<file path="src/rtl/subn_fire_5in_if.sv">
// Bus between the 5-input synapse/adder stage and the output soma.
// master drives sync/potential/learning controls; slave returns spike, potential, threshold and status.
interface subn_fire_5in_if #(
    parameter int unsigned W = 19
);
    logic [4:0]   i_sync;
    logic [W-1:0] i_s;
    logic         i_train;
    logic         i_miss;
    logic         o_spike;
    logic [W-1:0] o_potential;
    logic [W-1:0] o_thr;
    logic         o_busy;
    logic         o_drop;

    modport master (
        output i_sync, i_s, i_train, i_miss,
        input  o_spike, o_potential, o_thr, o_busy, o_drop
    );

    modport slave (
        input  i_sync, i_s, i_train, i_miss,
        output o_spike, o_potential, o_thr, o_busy, o_drop
    );
endinterface

</file>
<file path="src/rtl/subn_fire_5in.sv">
// Output soma of the 5-input sub-network: adaptive-threshold compare, one-cycle spike,
// refractory hold-off and ODESA-style threshold learning.
module subn_fire_5in #(
    parameter int unsigned p_width    = 8,
    parameter int unsigned p_shift    = 8,
    parameter int unsigned p_thr_init = 1000,
    parameter int unsigned p_thr_min  = 64,
    parameter int unsigned p_thr_step = 16,
    parameter int unsigned p_eta      = 2,
    parameter int unsigned p_refrac   = 8
) (
    input  logic           i_clk,
    input  logic           i_rst_n,
    subn_fire_5in_if.slave bus
);
    localparam int unsigned W     = p_width + p_shift + 3;
    localparam int unsigned CNT_W = $clog2(p_refrac + 2);

    localparam logic [W-1:0] THR_INIT  = W'(p_thr_init);
    localparam logic [W-1:0] THR_MIN   = W'(p_thr_min);
    localparam logic [W-1:0] THR_STEP  = W'(p_thr_step);
    // Saturation test done on the floor so thr - step can never wrap.
    localparam logic [W-1:0] THR_FLOOR = W'(p_thr_min + p_thr_step);

    localparam logic [2:0] S_IDLE   = 3'd0;
    localparam logic [2:0] S_WAIT   = 3'd1;
    localparam logic [2:0] S_EVAL   = 3'd2;
    localparam logic [2:0] S_FIRE   = 3'd3;
    localparam logic [2:0] S_REFRAC = 3'd4;

    logic [2:0]       state, state_nxt;
    logic [CNT_W-1:0] cnt, cnt_nxt;
    logic [W-1:0]     r_s, r_s_nxt;
    logic [W-1:0]     thr, thr_nxt;
    logic             spike, spike_nxt;
    logic             busy, busy_nxt;
    logic             drop, drop_nxt;
    logic             fire_dec;
    logic             any_sync;

    assign any_sync = |bus.i_sync;

    // State and registered outputs.
    always_ff @(posedge i_clk) begin
        if (!i_rst_n) begin
            state <= S_IDLE;
            cnt   <= '0;
            r_s   <= '0;
            thr   <= THR_INIT;
            spike <= 1'b0;
            busy  <= 1'b0;
            drop  <= 1'b0;
        end else begin
            state <= state_nxt;
            cnt   <= cnt_nxt;
            r_s   <= r_s_nxt;
            thr   <= thr_nxt;
            spike <= spike_nxt;
            busy  <= busy_nxt;
            drop  <= drop_nxt;
        end
    end

    // Next-state, datapath and threshold learning.
    always_comb begin
        state_nxt = state;
        cnt_nxt   = cnt;
        r_s_nxt   = r_s;
        thr_nxt   = thr;
        spike_nxt = 1'b0;
        drop_nxt  = 1'b0;
        fire_dec  = 1'b0;

        case (state)
            S_IDLE: begin
                if (any_sync) state_nxt = S_WAIT;
            end
            S_WAIT: begin
                r_s_nxt   = bus.i_s;
                state_nxt = S_EVAL;
            end
            S_EVAL: begin
                if (r_s >= thr) begin
                    state_nxt = S_FIRE;
                    spike_nxt = 1'b1;
                    fire_dec  = 1'b1;
                    if (bus.i_train) thr_nxt = thr + ((r_s - thr) >> p_eta);
                end else if (any_sync) begin
                    state_nxt = S_WAIT;
                end else begin
                    state_nxt = S_IDLE;
                end
            end
            S_FIRE: begin
                drop_nxt = any_sync;
                if (p_refrac == 0) begin
                    state_nxt = S_IDLE;
                end else begin
                    cnt_nxt   = CNT_W'(p_refrac);
                    state_nxt = S_REFRAC;
                end
            end
            S_REFRAC: begin
                drop_nxt = any_sync;
                cnt_nxt  = cnt - CNT_W'(1);
                if (cnt <= CNT_W'(1)) state_nxt = S_IDLE;
            end
            default: state_nxt = S_IDLE;
        endcase

        // A fire decision owns the threshold that cycle, trained or not.
        if (bus.i_miss && !fire_dec) begin
            if (thr < THR_FLOOR) thr_nxt = THR_MIN;
            else                 thr_nxt = thr - THR_STEP;
        end

        busy_nxt = (state_nxt != S_IDLE);
    end

    assign bus.o_spike     = spike;
    assign bus.o_potential = r_s;
    assign bus.o_thr       = thr;
    assign bus.o_busy      = busy;
    assign bus.o_drop      = drop;
endmodule

</file>
<file path="src/flat_wrapper.sv">
// flat-port wrapper written by rule: the top's interface ports become plain ports
module subn_fire_5in_flat 
#(
    parameter int unsigned p_width    = 8,
    parameter int unsigned p_shift    = 8,
    parameter int unsigned p_thr_init = 1000,
    parameter int unsigned p_thr_min  = 64,
    parameter int unsigned p_thr_step = 16,
    parameter int unsigned p_eta      = 2,
    parameter int unsigned p_refrac   = 8
)
  (i_clk, i_rst_n, bus_i_sync, bus_i_s, bus_i_train, bus_i_miss, bus_o_spike, bus_o_potential, bus_o_thr, bus_o_busy, bus_o_drop);
  subn_fire_5in_if #(.W((19))) bus_i ();
  input  logic i_clk;
  input  logic i_rst_n;
  input wire logic [$bits(bus_i.i_sync)-1:0] bus_i_sync;
  input wire logic [$bits(bus_i.i_s)-1:0] bus_i_s;
  input wire logic [$bits(bus_i.i_train)-1:0] bus_i_train;
  input wire logic [$bits(bus_i.i_miss)-1:0] bus_i_miss;
  output wire logic [$bits(bus_i.o_spike)-1:0] bus_o_spike;
  output wire logic [$bits(bus_i.o_potential)-1:0] bus_o_potential;
  output wire logic [$bits(bus_i.o_thr)-1:0] bus_o_thr;
  output wire logic [$bits(bus_i.o_busy)-1:0] bus_o_busy;
  output wire logic [$bits(bus_i.o_drop)-1:0] bus_o_drop;
  assign bus_i.i_sync = bus_i_sync;
  assign bus_i.i_s = bus_i_s;
  assign bus_i.i_train = bus_i_train;
  assign bus_i.i_miss = bus_i_miss;
  assign bus_o_spike = bus_i.o_spike;
  assign bus_o_potential = bus_i.o_potential;
  assign bus_o_thr = bus_i.o_thr;
  assign bus_o_busy = bus_i.o_busy;
  assign bus_o_drop = bus_i.o_drop;
  subn_fire_5in #(.p_width(p_width), .p_shift(p_shift), .p_thr_init(p_thr_init), .p_thr_min(p_thr_min), .p_thr_step(p_thr_step), .p_eta(p_eta), .p_refrac(p_refrac)) u_core (.i_clk(i_clk), .i_rst_n(i_rst_n), .bus(bus_i));
endmodule
</file>
<file path="config.mk">
export PLATFORM = sky130hd
export DESIGN_NAME = subn_fire_5in_flat
export DESIGN_NICKNAME = d
export VERILOG_FILES = /design/src/rtl/subn_fire_5in_if.sv /design/src/rtl/subn_fire_5in.sv /design/src/flat_wrapper.sv
export SDC_FILE = /design/constraint.sdc
export NUM_CORES = 1
export LEC_CHECK = 0
export ABC_AREA = 0
export CAP_MARGIN = 25
export CELL_PAD_IN_SITES_DETAIL_PLACEMENT = 1
export CELL_PAD_IN_SITES_GLOBAL_PLACEMENT = 1
export CORE_MARGIN = 2
export CORE_UTILIZATION = 39
export DETAILED_ROUTE_END_ITERATION = 10
export HOLD_SLACK_MARGIN = 0.1
export PLACE_DENSITY_LB_ADDON = 0.1
export RECOVER_POWER = 50
export SYNTH_ARGS = -nofsm -noshare
export SYNTH_HDL_FRONTEND = slang
export SYNTH_SLANG_ARGS = --single-unit
</file>
<file path="constraint.sdc">
create_clock -name i_clk -period 4.8 [get_ports i_clk]
set_clock_uncertainty 0.2 [all_clocks]
set_input_delay 0.96 -clock i_clk [delete_from_list [all_inputs] [get_ports i_clk]]
set_output_delay 0.96 -clock i_clk [all_outputs]
set_load 0.01 [all_outputs]
</file>
# After elaboration in Yosys (flattened, before gate mapping)
# Cells that the tools add are included.
[word_totals] ff_bits=48 latch_bits=0 ramBits=0 rom_bits=0 wordCells=43 n_memories=0
[classes] addsub=4 mul=0 div_mod_pow=0 magnitude_cmp=3 eq_ne=4 shifts=0 n_mux=13 bitwise=0 n_reduce_logical=12
[op_table] cell="19-bit two-way mux" count=5
[op_table] cell="19-bit by 17-bit adder with 19-bit output" count=1
[op_table] cell="19-bit >= comparator" count=1
[op_table] cell="19-bit by 7-bit < comparator with 1-bit output (second input constant)" count=1
[op_table] cell="19-bit subtractor" count=1
[op_table] cell="19-bit by 5-bit subtractor with 19-bit output (second input constant)" count=1
[op_table] cell="3-bit one-hot mux with 5 select lines" count=1
[op_table] cell="3-bit two-way mux" count=3
[op_table] cell="4-bit one-hot mux with 2 select lines" count=1
[op_table] cell="2-bit nonzero test" count=4
[op_table] cell="3-bit by 2-bit equality test with 1-bit output (second input constant)" count=2
[op_table] cell="5-bit OR reduction" count=1
[op_table] cell="4-bit by 1-bit <= comparator with 1-bit output (second input constant)" count=1
[op_table] cell="4-bit by 1-bit subtractor with 4-bit output (second input constant)" count=1
[op_table] cell="3-bit by 1-bit equality test with 1-bit output (second input constant)" count=1
[op_table] cell="3-bit equality test (second input constant)" count=1
[op_table] cell="3-bit logical NOT" count=1
[op_table] cell="1-bit two-way mux" count=3
[op_table] cell="3-bit AND reduction" count=1
[op_table] cell="3-bit nonzero test" count=1
[op_table] cell="2-bit AND reduction" count=1
[op_table] cell="2-bit OR reduction" count=1
[op_table] cell="1-bit logical AND" count=1
[op_table] cell="1-bit logical NOT" count=1

# Logic depth before layout (Yosys ltp)
[logic_depth] depth_word=7 mapped_depth=19 ltp_nobuf=19

# Worst setup path after synthesis
# Ideal clock, no wire load.
[synth_path] path_kind="register -> register" startpoint="register u_core.thr[1], in the netlist u_core.bus.o_thr[1]" endpoint="register u_core.thr[17], in the netlist u_core.bus.o_thr[17]" setup_time_ps=103 arrival_time_ps=3689 slack_ps=808 path_stages_with_launch=19 path_buffers=0 synth_period_minus_slack_ps=3992 path_cell_list="dfxtp_1 inv_1 ha_1 nor2b_4 o31a_4 o21a_1 o21ai_0 nand2b_1 a21oi_1 xnor2_1 ha_1 or2_1 o311a_1 a31o_2 a211o_1 a31o_2 nor2_1 nor4_1 a2111oi_2"
[synth_via] elab_chain_cells=7 elab_cells_between_ends=18
[synth_lines] item="start, declared" line_no="subn_fire_5in.sv:34" text="logic [W-1:0] thr, thr_nxt;"
[synth_lines] item="start signal, assigned" line_no="subn_fire_5in.sv:57" text="thr <= thr_nxt;"
[synth_lines] item="branches (longest 7 deep; another with 19-bit subtractor)"
# Several ways; the timed one is not identified. The select of a mux whose other input is x is not followed.
# A chain may end at the register's enable or synchronous reset.

# Worst setup path after layout
[layout_path] startpoint="register u_core.thr[1], in the netlist u_core.bus.o_thr[1]" endpoint="register u_core.thr[18], in the netlist u_core.bus.o_thr[18]"
# The elaborated chain is that of the path after synthesis.

==> impl_metrics.tcl <==
set metrics [dict create \
    synth_top_cell_area_share_pct 24.75 \
    drv_slew 0 \
    power.share.sequential_pct 19.7 \
    setup_viol 0 \
    top_usage_layer "met2" \
    fin_crit_sh_pct 90.80 \
    first_pass_iters 4 \
    grt_pass1_wl_um 21080 \
    yosys_most_used_dff "dfxtp_1" \
    start_util_pct 39.90 \
    crit_type "reg -> reg" \
    hold_violations 0 \
    fmax_mhz 229.5 \
    postCtsHoldBufs 0 \
    p_comb_share_pct 70.5 \
    maxSlewHeadroom_pct 38.98 \
    cp.arrival_ps 4370 \
    grt_use_met2_pct 39.59 \
    tightest_slew_ps 915.3 \
    grt_max_degree 25 \
    leakage_uw 0.001997 \
    placed_cell_area_um2 4693 \
    placementRows 36 \
    gr-total-overflow 0 \
    portBuffers 68 \
    clock_sinks 48 \
    tns_ps 0 \
    cts_setup_buffers 0 \
    netlist_instances 498 \
    syn_area_per_cell_um2 7.796 \
    synth_seq_cells 48 \
    die_w_um 103.8 \
    rsz0062_at_grt "false" \
    status "finished clean" \
    stdcell_area_um2 4787 \
    netSwitchingFraction_pct 49.56 \
    grt_pass1_vias 4081 \
    yosysWarnings 0 \
    fin_total_pwr_uw 2927 \
    wirelength_um 12820 \
    core_area_um2 9729 \
    nets 631 \
    clk_pin_slew_ps 110 \
    syn_area_um2 3882 \
    wl_per_cell_um 18.42 \
    antenna_found_initial 0 \
    dp_hpwl_um 10180 \
    pwr_density_cell_nw_per_um2 611.5 \
    yosysSeqAreaShare_pct 24.75 \
    n_antenna_cell 0 \
    internal_power_uw 1476 \
    required_ps 4820 \
    yosysTopAreaCell "dfxtp_1" \
    net-switching-power_uw 1451 \
    cts_inserted_buffers 5 \
    first_iter_violations 149 \
    layout-drive-gt1-share_pct 7.282 \
    syn_nets 567 \
    synth_edf_count 0 \
    fin_crit_ps 4358 \
    vias 3966 \
    ioPinCount 69 \
    post-synth-top-count-cell "nand2_1" \
    cts_tree "done" \
    post_cts_resized 0 \
    grt_use_total_pct 24.15 \
    crit_fanout 6 \
    endpoint_kind "register" \
    drc 0 \
    routabilityCongestion 0.9132 \
    dieArea_um2 10770 \
    use_met3_pct 3.398 \
    hold_class "reg -> reg" \
    p_clk_share_pct 9.8 \
    ir_worst_vdd_uv 205.9 \
    drt-vias-per-instance 5.698 \
    max_cap_viol_count 0 \
    cts_buffer_depth 2 \
    ys_top_cells_by_count "nand2_1 (65), a21oi_1 (53), dfxtp_1 (48)" \
    cp-start-kind "register" \
    ctsHtreeMaxLevel 2 \
    synthTopCellsByArea "dfxtp_1 (25%), ha_1 (13%), a21oi_1 (6.8%)" \
    die_h_um 103.8 \
    gr-usage-met1_pct 33.04 \
    synth_cell_types 73 \
    area_growth_pct 23.30 \
    detail-route-antenna-nets 0 \
    cts_root_buf "clkbuf_8" \
    synthArstFlopShare_pct 0 \
    clock_latency_ps 320 \
]
-- path summary, 6_finish.rpt --
kind	startpoint	endpoint	slack, ps	depth (start not counted)
max reg2reg	u_core.bus.o_thr[1]	u_core.bus.o_thr[18]	440	18
min reg2reg	u_core.bus.o_potential[17]	u_core.bus.o_potential[17]	290	2
max	u_core.bus.o_thr[1]	u_core.bus.o_thr[18]	440	18
min	u_core.bus.o_potential[17]	u_core.bus.o_potential[17]	290	2
-- critical path: stages (launching register included) --
cell and delay [ps]:
dfxtp_1 360, inv_1 90, ha_1 320, nor2b_4 140, o31a_4 310, o21a_1 210
o21ai_0 180, nand2b_1 110, a21oi_1 180, xnor2_1 140, ha_1 280, or2_1 250
a21oi_1 230, a211oi_1 110, o21bai_1 230, a41oi_1 200, a221oi_2 340, nor4_2 80
o31a_1 290
-- layout by cell type (no fill, tap or decap), types with 5 or more instances in the layout --
| master | count |
|---|---|
| nand2_1 | 65 |
| a21oi_1 | 53 |
| clkdlybuf4s50_1 | 48 |
| dfxtp_1 | 48 |
| nor2_1 | 42 |
| ha_1 | 40 |
| o21ai_0 | 30 |
| inv_1 | 27 |
| dlygate4sd3_1 | 20 |
| xnor2_1 | 16 |
| nor3_1 | 13 |
| xor2_1 | 11 |
| nand4_1 | 8 |
| a21o_1 | 8 |
| o211ai_1 | 7 |
| nand3_1 | 7 |
| o21a_1 | 6 |
| o22ai_1 | 6 |
| clkbuf_8 | 6 |
| a31oi_1 | 5 |
| and3_1 | 5 |
| a22oi_1 | 5 |
-- through the flow --
step	hold WS, ps	std cells	worst slack, ps	util (%)
6_report	285.8	696	441.8	49.20
3_5_place_dp	275.2	688	466.4	48.24
2_1_floorplan	292.5	498	807.6	-
3_3_place_gp	269.4	688	623.7	48.24
5_1_grt	317.0	696	133.4	49.20
4_1_cts	291.5	696	468.9	49.24
-- area by class of cell --
class,count,area [µm²]
clock buffers,6,82.58
multi-input cells,409,2761
flip-flops and latches,48,960.9
inverters,27,101.3
repair buffers,71,699.4
fillers,1249,4942
well taps,133,166.4
clock inverters,2,15.01
-- layer usage --
layer | part of all wire, % | wire length, µm
met1 | 48 | 6108
met2 | 46 | 5849
met3 | 4.7 | 606
met4 | 2.0 | 252
met5 | 0 | 0
-- sequential cells by signal, summed over array words and instances (netlist names) --
name                    count
u_core.bus.o_busy           1
u_core.bus.o_potential     19
u_core.bus.o_thr           19
u_core.bus.o_drop           1
u_core.cnt                  4
u_core.bus.o_spike          1
u_core.state                3
-- logic make-up after synthesis --
group | after synthesis | synth area share, %
adders and majority gates | 41 | 13.41
DFF | 48 | 24.75
and+or+nand+nor | 179 | 23.43
xor gates and xnor gates | 27 | 6.091
buffers and inverters | 41 | 4.254
AOI/OAI and AO/OA | 162 | 28.07
-- power by group through the flow --
stage          sequential (µW)  combinational (µW)  clock [µW]
4_1_cts                    575                2050         287
5_1_grt                    587                2290         310
6_report                   576                2060         287
3_3_place_gp               579                1990           0
3_5_place_dp               584                2040           0
2_1_floorplan              578                1480           0
No activity file was read; power rests on OpenSTA's default activity.
==> RTL change 1 (same settings) <==
`p_refrac` is set to 8 in 2 places; all go to 4.
--- a/src/rtl/subn_fire_5in.sv
+++ b/src/rtl/subn_fire_5in.sv
@@ -7,7 +7,7 @@
     parameter int unsigned p_thr_min  = 64,
     parameter int unsigned p_thr_step = 16,
     parameter int unsigned p_eta      = 2,
-    parameter int unsigned p_refrac   = 8
+    parameter int unsigned p_refrac   = 4
 ) (
     input  logic           i_clk,
     input  logic           i_rst_n,
--- a/src/flat_wrapper.sv
+++ b/src/flat_wrapper.sv
@@ -7,7 +7,7 @@
     parameter int unsigned p_thr_min  = 64,
     parameter int unsigned p_thr_step = 16,
     parameter int unsigned p_eta      = 2,
-    parameter int unsigned p_refrac   = 8
+    parameter int unsigned p_refrac   = 4
 )
   (i_clk, i_rst_n, bus_i_sync, bus_i_s, bus_i_train, bus_i_miss, bus_o_spike, bus_o_potential, bus_o_thr, bus_o_busy, bus_o_drop);
   subn_fire_5in_if #(.W((19))) bus_i ();
Check against the original RTL: not equivalent (a bounded check fails within 10 cycles, from zero or initial values and one cycle with i_rst_n low).
==> RTL change 1 against the original RTL <==
  * Worst setup slack worse by 0.11 ns
  * Sequential cell count down 1
  * Synthesized area down 2.4%
  * Worst hold slack better by 0.015 ns
  * Global-route usage down 1.2 points
  * Cell area down 2.4%
  * Routed wire length down 9.6%
  * Die area down 2.3%
  * Utilization up 0.88 points
  * Highest routed layer unchanged
Power is not compared: it rests on default switching activity, and its combinational part moved more than twofold at a synthesized area within 25%.
==> RTL change 1: results (changes against the original RTL) <==
| Metric | Value |
|---|---|
| CP max-delay cell | a2111oi_1 |
| Worst hold path type | reg -> reg |
| Longest Clk Path Bufs | 2 (unchanged) |
| Top cells by area, synth | dfxtp_1 (25%), ha_1 (13%), nand2_1 (5.8%) |
| PortBufs | 68 (unchanged) |
| Synth Warn # | 0 (unchanged) |
| Clock root buffer | clkbuf_8 |
| DR pass1 iterations | 4 (unchanged) |
| Fill cell count | 1179 (-5.6%) |
| Sequential area share after synthesis | 0.248 (+0.000764) |
| Via count | 3740 (-5.7%) |
| N_diodes | 0 (unchanged) |
| Crit Path Max Fanout | 7 (+1) |
| Non-filler cells in the finished layout | 675 (-3.0%) |
| Layout cell share with drive strength beyond 1 | 0.0403 (-0.0325) |
| Net count, final | 614 (-2.7%) |
| Peak supply drop | 0.125 mV |
| Placer Congestion | 0.929 (+1.8%) |
| Critical Path Max Stage Delay | 0.50 ns (+0.14 ns) |
| Status | completed |
| Post-synth net total | 552 (-2.6%) |
| Arrival @ worst endpoint | 4.49 ns (+0.12 ns) |
| Clk Latency, worst-skew pair | 0.31 ns |
| GRT overflow | 0 (unchanged) |
| Pin count of the biggest net entering global routing | 24 (-4.0%) |
| H-tree levels | 2 (unchanged) |
| DP HPWL | 9020 um (-11%) |
| Clock slew at reported path FFs | 0.11 ns (about the same) |
| Vias in the first global route | 3784 (-7.3%) |
| Cells after Synth | 483 (-3.0%) |
| Synth top cells by count | nand2_1 (59), dfxtp_1 (47), ha_1 (40), a21oi_1 (38), inv_1 (34) |
| Relative max-transition margin | 0.361 (-0.0286) |
| Drt wl/cell | 17.2 um (-6.8%) |
| Initial DRC Count | 93 (-38%) |
| Ys flop type | dfxtp_1 |
| Placed cells | 666 (-3.2%) |
| First-pass GRT wire length | 19000 um (-10%) |
| GRT Resource Usage Total | 0.230 (-0.0119) |
| Netlist cell types | 62 (-15%) |
## RTL change 1: changes by cell type after synthesis, sizes merged, moves of 4 or more
cell    unedited run  this run
nand2             65        59
inv               27        35
a31oi              6         0
a21oi             55        40
nor2b              3        11
o21ai             34        30
o211ai             8         4
a211oi             4         8
a21boi             2        21
nor2              44        27
## RTL change 1: area by class of cell
type	instances	area, um2	area share
multi-input combinational	385	2640	0.565
inverter	35	131	0.0281
clock buffer	5	68.8	0.0147
tap	129	161	0.0345
timing repair buffer	71	707	0.151
sequential	47	941	0.201
clock inverter	3	22.5	0.00482
## RTL change 1: path summary, 6_finish.rpt
check / startpoint / endpoint / slack [ns] / depth (start not counted)
setup / recovery: u_core.bus.o_thr[4]$_SDFFE_PN0P_ / u_core.bus.o_thr[15]$_SDFFE_PN0P_ / 0.33 / 18
hold / removal: u_core.bus.o_potential[17]$_SDFFE_PN0P_ / u_core.bus.o_potential[17]$_SDFFE_PN0P_ / 0.30 / 2
setup reg to reg: u_core.bus.o_thr[4]$_SDFFE_PN0P_ / u_core.bus.o_thr[15]$_SDFFE_PN0P_ / 0.33 / 18
hold reg to reg: u_core.bus.o_potential[17]$_SDFFE_PN0P_ / u_core.bus.o_potential[17]$_SDFFE_PN0P_ / 0.30 / 2
## RTL change 1: metrics by stage
step	setup WS, ns	hold WS [ns]	utilization	area, um2
2_1_floorplan	0.683	0.299	-	3790
4_1_cts	0.124	0.305	0.500	4670
3_5_place_dp	0.165	0.288	0.490	4570
3_3_place_gp	0.372	0.281	0.489	4560
5_1_grt	-0.0514	0.330	0.501	4670
6_report	0.331	0.300	0.501	4670
## RTL change 1: power by group
group	leakage, uW	internal (uW)	switching, uW
Clock	0.0000489	106	165
Combinational	0.00151	315	398
Sequential	0.000384	418	34.8
Total	0.00195	839	598
## RTL change 1: what timing repair did
action,in CTS,in global routing
buffers inserted,0,1
resized for setup,0,4
hold endpoints to repair,0,0
setup endpoints to repair,0,5
## RTL change 1: metal layers
layer	vias up	part of all wire	GRT usage
li1	1867	-	-
met5	-	0	0
met1	1781	0.49	0.320
met2	76	0.44	0.373
met4	0	0.019	0.0615
met3	16	0.044	0.0319
## RTL change 1: worst max-delay path, delay by kind of cell, from the launching register on
kind / cells / cell delay (ns)
adder cells (fa/ha/maj): 2 / 0.66
AND/OR/NAND/NOR: 3 / 0.38
flip-flops: 1 / 0.45
buffers and inverters: 2 / 0.27
AO/OA/AOI/OAI: 9 / 2.08
XOR/XNOR: 2 / 0.33
## RTL change 1: kinds of logic after synthesis
| family | after synthesis | share of synthesized area |
|---|---|---|
| buf+inv | 51 | 0.0561 |
| fa+ha+maj | 41 | 0.137 |
| mux | 2 | 0.00528 |
| compound gates | 162 | 0.296 |
| xor+xnor | 25 | 0.0578 |
| flops | 47 | 0.248 |
| simple gates | 155 | 0.199 |
==> RTL change 2 (same settings) <==
Without the edit above. Reset style: asynchronous (`i_rst_n`), changed in one clocked block.
--- a/src/rtl/subn_fire_5in.sv
+++ b/src/rtl/subn_fire_5in.sv
@@ -41,7 +41,7 @@
     assign any_sync = |bus.i_sync;
 
     // State and registered outputs.
-    always_ff @(posedge i_clk) begin
+    always_ff @(posedge i_clk or negedge i_rst_n) begin
         if (!i_rst_n) begin
             state <= S_IDLE;
             cnt   <= '0;
Check against the original RTL: differs if i_rst_n is asserted again (counterexample within 4 cycles, from zero or initial values and one cycle with i_rst_n low); with i_rst_n held inactive, the same outputs for 10 cycles.
==> RTL change 2 against the original RTL <==
  * The run now ends with capacitance limit, slew limit left
  * Sequential cell count is the same
  * Synthesized area grew 2.1%
  * Cell area grew 1.4%
  * Worst hold slack gained 0.060 ns
  * Critical path depth shrank 1
  * Routed wire length shrank 9.5%
  * Non-clock buffer count is the same
  * Worst setup slack lost 0.033 ns
  * Critical path type unchanged
  * Largest cell class unchanged
Power is left out: the tool's default activity adds up to more than one toggle a clock period on the data nets, which glitch-free logic cannot reach.
==> RTL change 2: results (changes against the original RTL) <==
| Metric | Value |
|---|---|
| Critical Path End Type | flip-flop |
| Top cells by area, synth | dfrtp_1 (27%), ha_1 (13%), mux2_2 (5.1%) |
| Synth top cells by count | dfrtp_1 (42), ha_1 (40), inv_1 (35), a21oi_1 (34), nor2_1 (34) |
| Synth async-reset ratio | 1.00 (+1.00) |
| Via count | 3613 (-8.9%) |
| Inserted Clock Buffers | 5 (unchanged) |
| Reg2Reg Launch Point | u_core.bus.o_thr[6]$_DFFE_PN1P_ |
| GRT Resource Usage Total | 0.218 (-0.0230) |
| FF-to-FF End | u_core.bus.o_thr[17]$_DFFE_PN0P_ |
| Sequential area share after synthesis | 0.305 (+0.0575) |
| Multiplexer share of the synthesized area | 0.0512 (+0.0512) |
| Slew Limit Fails | 49 (+49) |
| Worst hold start | u_core.bus.o_thr[5]$_DFFE_PN1P_ |
| Hold EP | u_core.bus.o_thr[5]$_DFFE_PN1P_ |
| Crit Path Max Fanout | 7 (+1) |
| Hold Crit Depth | 2 (unchanged) |
| Vias in the first global route | 3727 (-8.7%) |
| Fill cell count | 1192 (-4.6%) |
| Placer Congestion | 0.868 (-4.9%) |
| XOR/XNOR Fraction of Synth Area | 0.0663 (+0.00540) |
| Arrival @ worst endpoint | 4.39 ns (+0.02 ns) |
| Failing checks | capacitance limit, slew limit |
| H-tree levels | 2 (unchanged) |
| Netlist cell types | 65 (-11%) |
| Maxcap violations | 1 (+1) |
| Layout cell share with drive strength beyond 1 | 0.0925 (+0.0197) |
| DP HPWL | 9210 um (-9.5%) |
| Net count, final | 576 (-8.7%) |
| Post-synth net total | 510 (-10%) |
| Compound-gate portion of the synthesized area | 0.240 (-0.0404) |
| PortBufs | 68 (unchanged) |
| Clk Latency, worst-skew pair | 0.31 ns |
| Clock root buffer | clkbuf_8 |
| Status | finished, violations left |
| Initial DRC Count | 126 (-15%) |
| First-pass GRT wire length | 19300 um (-8.3%) |
| R2R setup slack | 0.41 ns (-0.03 ns) |
| Wirelength, routed | 11600 um (-9.5%) |
| Synth Area in Adders | 0.131 (-0.00271) |
| Relative max-transition margin | -0.905 (-1.29) |
| Smallest hold slack | 0.345 ns (+0.0595 ns) |
| FF-to-FF path depth | 17 (-1) |
| Pin count of the biggest net entering global routing | 49 (+96%) |
| N_diodes | 0 (unchanged) |
==> RTL change 2: cell count changes in the layout (fill, tap and decap cells not counted), moves of 9 or more <==
cell / unedited run / this run
clkdlybuf4s50_1: 48 / 66
nand2_1: 65 / 26
mux2_2: 0 / 17
dlygate4sd3_1: 20 / 1
dfrtp_1: 0 / 42
a21oi_1: 53 / 34
o21ai_0: 30 / 21
dfxtp_1: 48 / 0
==> RTL change 2: worst max-delay path, cell delays in order (launching register included) <==
cell and delay, ns:
dfstp_2 0.58, inv_1 0.09, ha_1 0.34, nand2_1 0.08, o21ai_0 0.29, o211ai_1 0.17, a21oi_1 0.26, o21a_1 0.17
nor2_1 0.05, xnor2_1 0.13, ha_1 0.42, nand2_1 0.07, nor3_1 0.20, a211oi_1 0.16, o31ai_1 0.45, a31oi_1 0.17
xnor2_1 0.16, a221o_1 0.30
==> RTL change 2: cell type report <==
class | count | area [um2] | area share
Multi-Input combinational cell | 346 | 2570 | 0.529
Sequential cell | 48 | 1210 | 0.249
Timing Repair Buffer | 71 | 691 | 0.142
Tap cell | 133 | 166 | 0.0343
Inverter | 35 | 131 | 0.0271
Clock buffer | 6 | 72.6 | 0.0150
Clock inverter | 2 | 16.3 | 0.00335
==> RTL change 2: worst max-delay path by stage <==
stage / startpoint / endpoint / slack, ns / cells after the start
floorplan: u_core.bus.o_thr[6]$_DFFE_PN1P_ / u_core.bus.o_thr[17]$_DFFE_PN0P_ / 0.83 / 18
global placement: u_core.bus.o_thr[6]$_DFFE_PN1P_ / u_core.bus.o_thr[17]$_DFFE_PN0P_ / 0.66 / 17
detailed placement: u_core.bus.o_thr[6]$_DFFE_PN1P_ / u_core.bus.o_thr[17]$_DFFE_PN0P_ / 0.48 / 17
CTS: u_core.bus.o_thr[6]$_DFFE_PN1P_ / u_core.bus.o_thr[17]$_DFFE_PN0P_ / 0.45 / 17
global route: u_core.bus.o_thr[6]$_DFFE_PN1P_ / u_core.bus.o_thr[17]$_DFFE_PN0P_ / 0.1 / 17
finish: u_core.bus.o_thr[6]$_DFFE_PN1P_ / u_core.bus.o_thr[17]$_DFFE_PN0P_ / 0.41 / 17
==> RTL change 2: metal layers <==
layer | wire [um] | track usage | vias up
met3 | 326 | 0.0287 | 11
met1 | 5710 | 0.310 | 1763
li1 | - | - | 1777
met5 | 0 | 0 | -
met2 | 5420 | 0.355 | 62
met4 | 144 | 0.0467 | 0
==> RTL change 2: metrics by stage <==
stage | std cells | setup WS, ns | utilization | instance area [um2]
2_1_floorplan | 441 | 0.831 | - | 3960
3_3_place_gp | 633 | 0.657 | 0.486 | 4780
3_5_place_dp | 633 | 0.485 | 0.486 | 4780
4_1_cts | 641 | 0.449 | 0.496 | 4870
5_1_grt | 641 | 0.0951 | 0.494 | 4850
6_report | 641 | 0.409 | 0.494 | 4850
